--- src/rtl/nand_reduce_pipe_if.sv ---
// Handshake bundle for nand_reduce_pipe: the input transfer side and the result side.
interface nand_reduce_pipe_if #(
    parameter int WIDTH    = 8,
    parameter int CHANNELS = 2
);
    logic                      in_valid;
    logic                      in_ready;
    logic [WIDTH*CHANNELS-1:0] in_data;
    logic                      in_mode;
    logic                      out_valid;
    logic                      out_ready;
    logic [CHANNELS-1:0]       out_y;
    logic                      out_mode;

    modport master (
        output in_valid, in_data, in_mode, out_ready,
        input  in_ready, out_valid, out_y, out_mode
    );

    modport slave (
        input  in_valid, in_data, in_mode, out_ready,
        output in_ready, out_valid, out_y, out_mode
    );
endinterface

--- src/rtl/nand_reduce_pipe.sv ---
// Pipelined WIDTH-input NAND/AND per lane, FANIN-ary registered AND tree with global stall.
// Optional NAND_REDUCE_CNT_EN adds saturating transfer / zero-result counters.
module nand_reduce_pipe #(
    parameter int WIDTH    = 8,
    parameter int CHANNELS = 2,
    parameter int FANIN    = 2
) (
    input  logic               CLK,
    input  logic               R,
    nand_reduce_pipe_if.slave  bus
`ifdef NAND_REDUCE_CNT_EN
    ,
    output logic [15:0]        xfer_cnt,
    output logic [15:0]        zero_cnt
`endif
);

    function automatic int calc_stages(int w, int f);
        int s;
        int p;
        s = 0;
        p = 1;
        while (p < w) begin
            p = p * f;
            s++;
        end
        return (s < 1) ? 1 : s;
    endfunction

    localparam int FANIN_SAFE = (FANIN == 4) ? 4 : 2;
    localparam int STAGES     = calc_stages(WIDTH, FANIN_SAFE);
    localparam int LOG2F      = (FANIN_SAFE == 4) ? 2 : 1;
    localparam int PAD_W      = 1 << (LOG2F * STAGES);

    // Bits per lane held at tree level k (level 0 is the padded input).
    function automatic int lvl_w(int k);
        return PAD_W >> (LOG2F * k);
    endfunction

    // Bit offset of level k (k >= 1) inside the packed stage register.
    function automatic int lvl_off(int k);
        int o;
        o = 0;
        for (int j = 1; j < k; j++) begin
            o += CHANNELS * lvl_w(j);
        end
        return o;
    endfunction

    localparam int TOT_W = lvl_off(STAGES + 1);

    generate
        if (WIDTH < 2 || WIDTH > 64 || CHANNELS < 1 || CHANNELS > 8 ||
            (FANIN != 2 && FANIN != 4)) begin : g_bad_param
            $error("nand_reduce_pipe: illegal WIDTH/CHANNELS/FANIN");
        end
    endgenerate

    logic                      en;
    logic [CHANNELS*PAD_W-1:0] lane_pad;
    logic [TOT_W-1:0]          lvl_q;
    logic [TOT_W-1:0]          lvl_d;
    logic [STAGES:1]           vld_q;
    logic [STAGES:1]           mode_q;
    logic [CHANNELS-1:0]       y;

    assign en           = !vld_q[STAGES] || bus.out_ready;
    assign bus.in_ready = en;
    assign bus.out_valid = vld_q[STAGES];
    assign bus.out_mode  = mode_q[STAGES];
    assign bus.out_y     = y;

    // Leaves beyond WIDTH are tied high so they do not disturb the AND.
    always_comb begin
        lane_pad = '1;
        for (int c = 0; c < CHANNELS; c++) begin
            lane_pad[c*PAD_W +: WIDTH] = bus.in_data[c*WIDTH +: WIDTH];
        end
    end

    always_comb begin : p_tree
        logic acc;
        acc   = 1'b1;
        lvl_d = lvl_q;
        for (int k = 1; k <= STAGES; k++) begin
            for (int c = 0; c < CHANNELS; c++) begin
                for (int i = 0; i < PAD_W / FANIN_SAFE; i++) begin
                    if (i < lvl_w(k)) begin
                        acc = 1'b1;
                        for (int j = 0; j < FANIN_SAFE; j++) begin
                            if (k == 1)
                                acc = acc & lane_pad[c*PAD_W + i*FANIN_SAFE + j];
                            else
                                acc = acc & lvl_q[lvl_off(k-1) + c*lvl_w(k-1) + i*FANIN_SAFE + j];
                        end
                        lvl_d[lvl_off(k) + c*lvl_w(k) + i] = acc;
                    end
                end
            end
        end
    end

    // Whole pipeline advances or freezes together; empty slots travel as bubbles.
    always_ff @(posedge CLK or negedge R) begin
        if (!R) begin
            lvl_q  <= '0;
            vld_q  <= '0;
            mode_q <= '0;
        end else if (en) begin
            lvl_q     <= lvl_d;
            vld_q[1]  <= bus.in_valid;
            mode_q[1] <= bus.in_valid & bus.in_mode;
            for (int k = 2; k <= STAGES; k++) begin
                vld_q[k]  <= vld_q[k-1];
                mode_q[k] <= mode_q[k-1];
            end
        end
    end

    // Result is forced low while no valid result is presented.
    always_comb begin
        y = '0;
        for (int c = 0; c < CHANNELS; c++) begin
            y[c] = vld_q[STAGES] &
                   (mode_q[STAGES] ? lvl_q[lvl_off(STAGES) + c] : ~lvl_q[lvl_off(STAGES) + c]);
        end
    end

`ifdef NAND_REDUCE_CNT_EN
    logic out_xfer;
    assign out_xfer = bus.out_ready && vld_q[STAGES];

    always_ff @(posedge CLK or negedge R) begin
        if (!R) begin
            xfer_cnt <= '0;
            zero_cnt <= '0;
        end else if (out_xfer) begin
            if (xfer_cnt != 16'hFFFF)
                xfer_cnt <= xfer_cnt + 16'd1;
            if (!(&y) && zero_cnt != 16'hFFFF)
                zero_cnt <= zero_cnt + 16'd1;
        end
    end
`endif

endmodule

--- src/flat_wrapper.sv ---
// flat-port wrapper written by rule: the top's interface ports become plain ports
module nand_reduce_pipe_flat 
#(
    parameter int WIDTH    = 8,
    parameter int CHANNELS = 2,
    parameter int FANIN    = 2
)
  (CLK, R, bus_in_valid, bus_in_data, bus_in_mode, bus_out_ready, bus_in_ready, bus_out_valid, bus_out_y, bus_out_mode);
  nand_reduce_pipe_if #(.WIDTH(WIDTH), .CHANNELS(CHANNELS)) bus_i ();
  input  logic CLK;
  input  logic R;
  input wire logic [$bits(bus_i.in_valid)-1:0] bus_in_valid;
  input wire logic [$bits(bus_i.in_data)-1:0] bus_in_data;
  input wire logic [$bits(bus_i.in_mode)-1:0] bus_in_mode;
  input wire logic [$bits(bus_i.out_ready)-1:0] bus_out_ready;
  output wire logic [$bits(bus_i.in_ready)-1:0] bus_in_ready;
  output wire logic [$bits(bus_i.out_valid)-1:0] bus_out_valid;
  output wire logic [$bits(bus_i.out_y)-1:0] bus_out_y;
  output wire logic [$bits(bus_i.out_mode)-1:0] bus_out_mode;
  assign bus_i.in_valid = bus_in_valid;
  assign bus_i.in_data = bus_in_data;
  assign bus_i.in_mode = bus_in_mode;
  assign bus_i.out_ready = bus_out_ready;
  assign bus_in_ready = bus_i.in_ready;
  assign bus_out_valid = bus_i.out_valid;
  assign bus_out_y = bus_i.out_y;
  assign bus_out_mode = bus_i.out_mode;
  nand_reduce_pipe #(.WIDTH(WIDTH), .CHANNELS(CHANNELS), .FANIN(FANIN)) u_core (.CLK(CLK), .R(R), .bus(bus_i));
endmodule
--- config.mk ---
export PLATFORM = sky130hd
export DESIGN_NAME = nand_reduce_pipe_flat
export DESIGN_NICKNAME = d
export VERILOG_FILES = /design/src/rtl/nand_reduce_pipe_if.sv /design/src/rtl/nand_reduce_pipe.sv /design/src/flat_wrapper.sv
export SDC_FILE = /design/constraint.sdc
export NUM_CORES = 1
export LEC_CHECK = 0
export CORE_ASPECT_RATIO = 0.75
export CORE_MARGIN = 4
export CORE_UTILIZATION = 50
export CTS_BUF_LIST = sky130_fd_sc_hd__clkbuf_4
export DETAILED_ROUTE_END_ITERATION = 7
export PLACE_DENSITY = 0.86
export RECOVER_POWER = 100
export SLEW_MARGIN = 10
export SYNTH_ARGS = -nofsm -noshare
export SYNTH_HDL_FRONTEND = slang
export SYNTH_SLANG_ARGS = --single-unit
export TNS_END_PERCENT = 10
--- constraint.sdc ---
create_clock -name CLK -period 3.5 [get_ports CLK]
set_input_delay 0.7 -clock CLK [delete_from_list [all_inputs] [get_ports CLK]]
set_output_delay 0.7 -clock CLK [all_outputs]
set_load 0.005 [all_outputs]
# After elaboration in Yosys (flattened, before gate mapping)
# Index checks and enable logic that the tools add are counted.
word_totals:
  reg_bits: 20
  out_inout_bits: 5
  elab_cells: 26
classes:
  mux: 2
  n_bitwise: 19
  reduce_logical: 2
op_table:
  columns: ["operator", "n"]
  rows:
  - ["$and A1 B1 Y1", 17]
  - ["$mux W1", 2]
  - ["$not A1 Y1", 2]
  - ["$logic_not A1 Y1", 1]
  - ["$logic_or A1 B1 Y1", 1]

# Depth between registers and ports, before layout
logic_depth:
  depth_word: 3
  ltp_mapped: 5
  depth_no_buf: 3

# Least setup slack after synthesis
# OpenSTA, ideal clock, no wires.
synth_timing:
  kind: "input port to output port"
  start: "input bus_out_ready"
  end: "output bus_in_ready"
  t_arrival_ps: 950
  path_slack_ps: 1850
  path_stages: 3
  path_buffers: 1
  cell_sequence: "nor2b_4 > buf_6 > inv_4"
synth_between:
  elab_chain_cells: 1
synth_lines:
  columns: ["item", "line", "rtl"]
  rows:
  - ["start, declared", "flat_wrapper.sv:15", "input wire logic [$bits(bus_i.out_ready)-1:0] bus_out_ready;"]
  - ["$logic_or A1 B1 Y1", "nand_reduce_pipe.sv:67", "assign en = !vld_q[STAGES] || bus.out_ready;"]
  - ["end, declared", "flat_wrapper.sv:16", "output wire logic [$bits(bus_i.in_ready)-1:0] bus_in_ready;"]
# No other way between the ends.

# Worst setup path after layout
# Same ends and word-level chain as after synthesis.

==> qor.csv <==
metric;value;unit
p_int;393;uW
ctsResizeCount;0;
first_pass_iters;4;
core_area;1580;um2
synth.distinct_cells;14;
ant_nets;0;
worst_pin_slew;837;ps
whs;476;ps
num_rows;12;
powerDensity;475;nW/um2
clkLatencyLatePin;290;ps
fill_cells;125;
cts_made_buffers;3;
whs_path_depth;1;
gp_congestion;0.702;
drv_slew;0;
grt_pass1_vias;624;
peakVddDrop;351;uV
critPathKind;input port to output port;
power_frac_clock;0.190;
hold_path.startpoint;u_core.vld_q[2];
vias;663;
leakage;0.000475;uW
met3WireLength;137;um
netlist_area;892;um2
crit_required;2800;ps
swShare;0.278;
p_sw;151;uW
fmax;327;MHz
hold_viol;0;
report.final.setup_viol;0;
yosysWarnings;0;
r2r-end;u_core.vld_q[1];
synth_nets;102;
endpoint_kind;output port;
nets;128;
clk_pin_slew;100;ps
area_delta_synth_final;28.3;%
die_w;56.8;um
drt-initial-drc-count;26;
totalWireLength;1.64;mm
rsz0062_at_grt;no;
wire_per_inst;13.0;um
rr_startpoint;u_core.vld_q[3];
fin_crit_sh;0.873;
skew;4.70;ps
top_layer_used;met3;
reg2reg_depth;3;
regToRegSetupSlack;1520;ps
place_hpwl;1.20;mm
comb_power_share;0.248;
start_util;0.566;
dieArea;2530;um2
antenna_found_initial;0;
cts_setup_buffers;0;
setup-tns-final;0;ps
grt_max_degree;21;
drive_gt1_frac;0.0571;
drc_errors;0;
synthCells;81;
cts_tree;done;
grt_pass1_wl;2.85;mm
cts_buffer_depth;2;
synth_area_per_cell;11.0;um2
worstHoldPathType;flop to flop;
h-tree-depth;1;
portBuffers;25;
arrival;2350;ps
status;complete, no violations;
crit_path_max_fanout;16;
root_buffer;clkbuf_4;
wl_met2;795;um
synth.yosys.seq_area_share;0.561;
grt_overflow;0;
max_slew_margin;0.440;
drv_cap;0;
design.portCount;26;
seq_power_share;0.562;
via_per_inst;5.26;
met1_length;708;um
start_kind;input port;
ys_ff_latch;20;
worstHoldEndpoint;u_core.vld_q[3];
cts_sinks;20;
final.min_clock_period;3050;ps
ctsHoldBuffers;0;
n_antenna_cell;0;
track_usage;0.150;
die_h;44.6;um
[logic make-up after synthesis]
logic type,count (synthesis),synth area share
AO/OA/AOI/OAI,15,0.0841
XOR/XNOR,2,0.0196
buffers and inverters,6,0.0463
flip-flops,20,0.561
multiplexers,4,0.0631
AND/OR/NAND/NOR,34,0.226
[worst max-delay path: stages]
cell and delay (ps):
dlygate4sd3_1 700, nor2b_1 290, inv_4 80, dlygate4sd3_1 580
[power by group through the flow]
| stage | registers, uW | logic [uW] | clock network (uW) |
|---|---|---|---|
| final | 306 | 135 | 103 |
| after global routing | 313 | 149 | 122 |
| after CTS | 307 | 156 | 108 |
| after detailed placement | 312 | 155 | 0 |
| after global placement | 307 | 150 | 0 |
| after floorplan | 291 | 99.9 | 0 |
[state kept, by name, summed over array words and instances, names as in the netlist]
name,flops
u_core.vld_q,3
u_core.mode_q,3
u_core.lvl_q,14
[synth_stat cells]
master,instances,share of area
nand3b_1,15,0.13
nor2b_4,1,0.015
clkbuf_1,2,0.0084
inv_4,1,0.0070
nand2b_1,1,0.0070
clkbuf_2,1,0.0056
dfrtp_1,20,0.56
xnor2_1,2,0.020
nand2_1,15,0.063
mux2_2,1,0.013
mux2_4,3,0.050
o21ai_0,15,0.084
and2_1,2,0.014
buf_6,2,0.025
[through the flow]
stage	worst slack [ps]	instances	util	area, um2	total power [uW]
after floorplan	1850	81	-	892	390
after global placement	693	123	0.724	1140	458
after detailed placement	647	123	0.724	1140	467
after CTS	643	126	0.738	1160	570
after global routing	360	126	0.726	1140	584
final	445	126	0.726	1140	544
[worst max-delay path by stage]
stage	from	endpoint	slack (ps)	depth (start not counted)
after global placement	bus_out_ready	bus_in_ready	690	4
after CTS	bus_out_ready	bus_in_ready	640	4
after detailed placement	bus_out_ready	bus_in_ready	650	4
after floorplan	bus_out_ready	bus_in_ready	1850	3
final	bus_out_ready	bus_in_ready	450	4
after global routing	bus_out_ready	bus_in_ready	360	4
[cells in the final DEF, fill, tap and decap left out, drive strengths merged]
cell type,instances
xnor2,2
o21ai,15
clkbuf,4
nand3b,15
nor2b,1
nand2b,1
dlygate4sd3,6
inv,1
mux2,4
clkdlybuf4s50,19
nand2,15
and2,2
dfrtp,20
[area by class of cell]
type / count / area [um2] / area share
flip-flops and latches: 20 / 500 / 0.437
multi-input cells: 55 / 335 / 0.293
repair buffers: 26 / 254 / 0.222
well taps: 21 / 26.3 / 0.0230
clock buffers: 3 / 22.5 / 0.0197
inverters: 1 / 6.26 / 0.00546
[per-layer routing]
| metal | up-vias | GRT usage |
|---|---|---|
| met5 | - | 0 |
| met4 | 0 | 0.0417 |
| met3 | 0 | 0.0671 |
| met2 | 21 | 0.242 |
| met1 | 319 | 0.186 |
| li1 | 323 | - |
(Power assumes the default switching activity.)
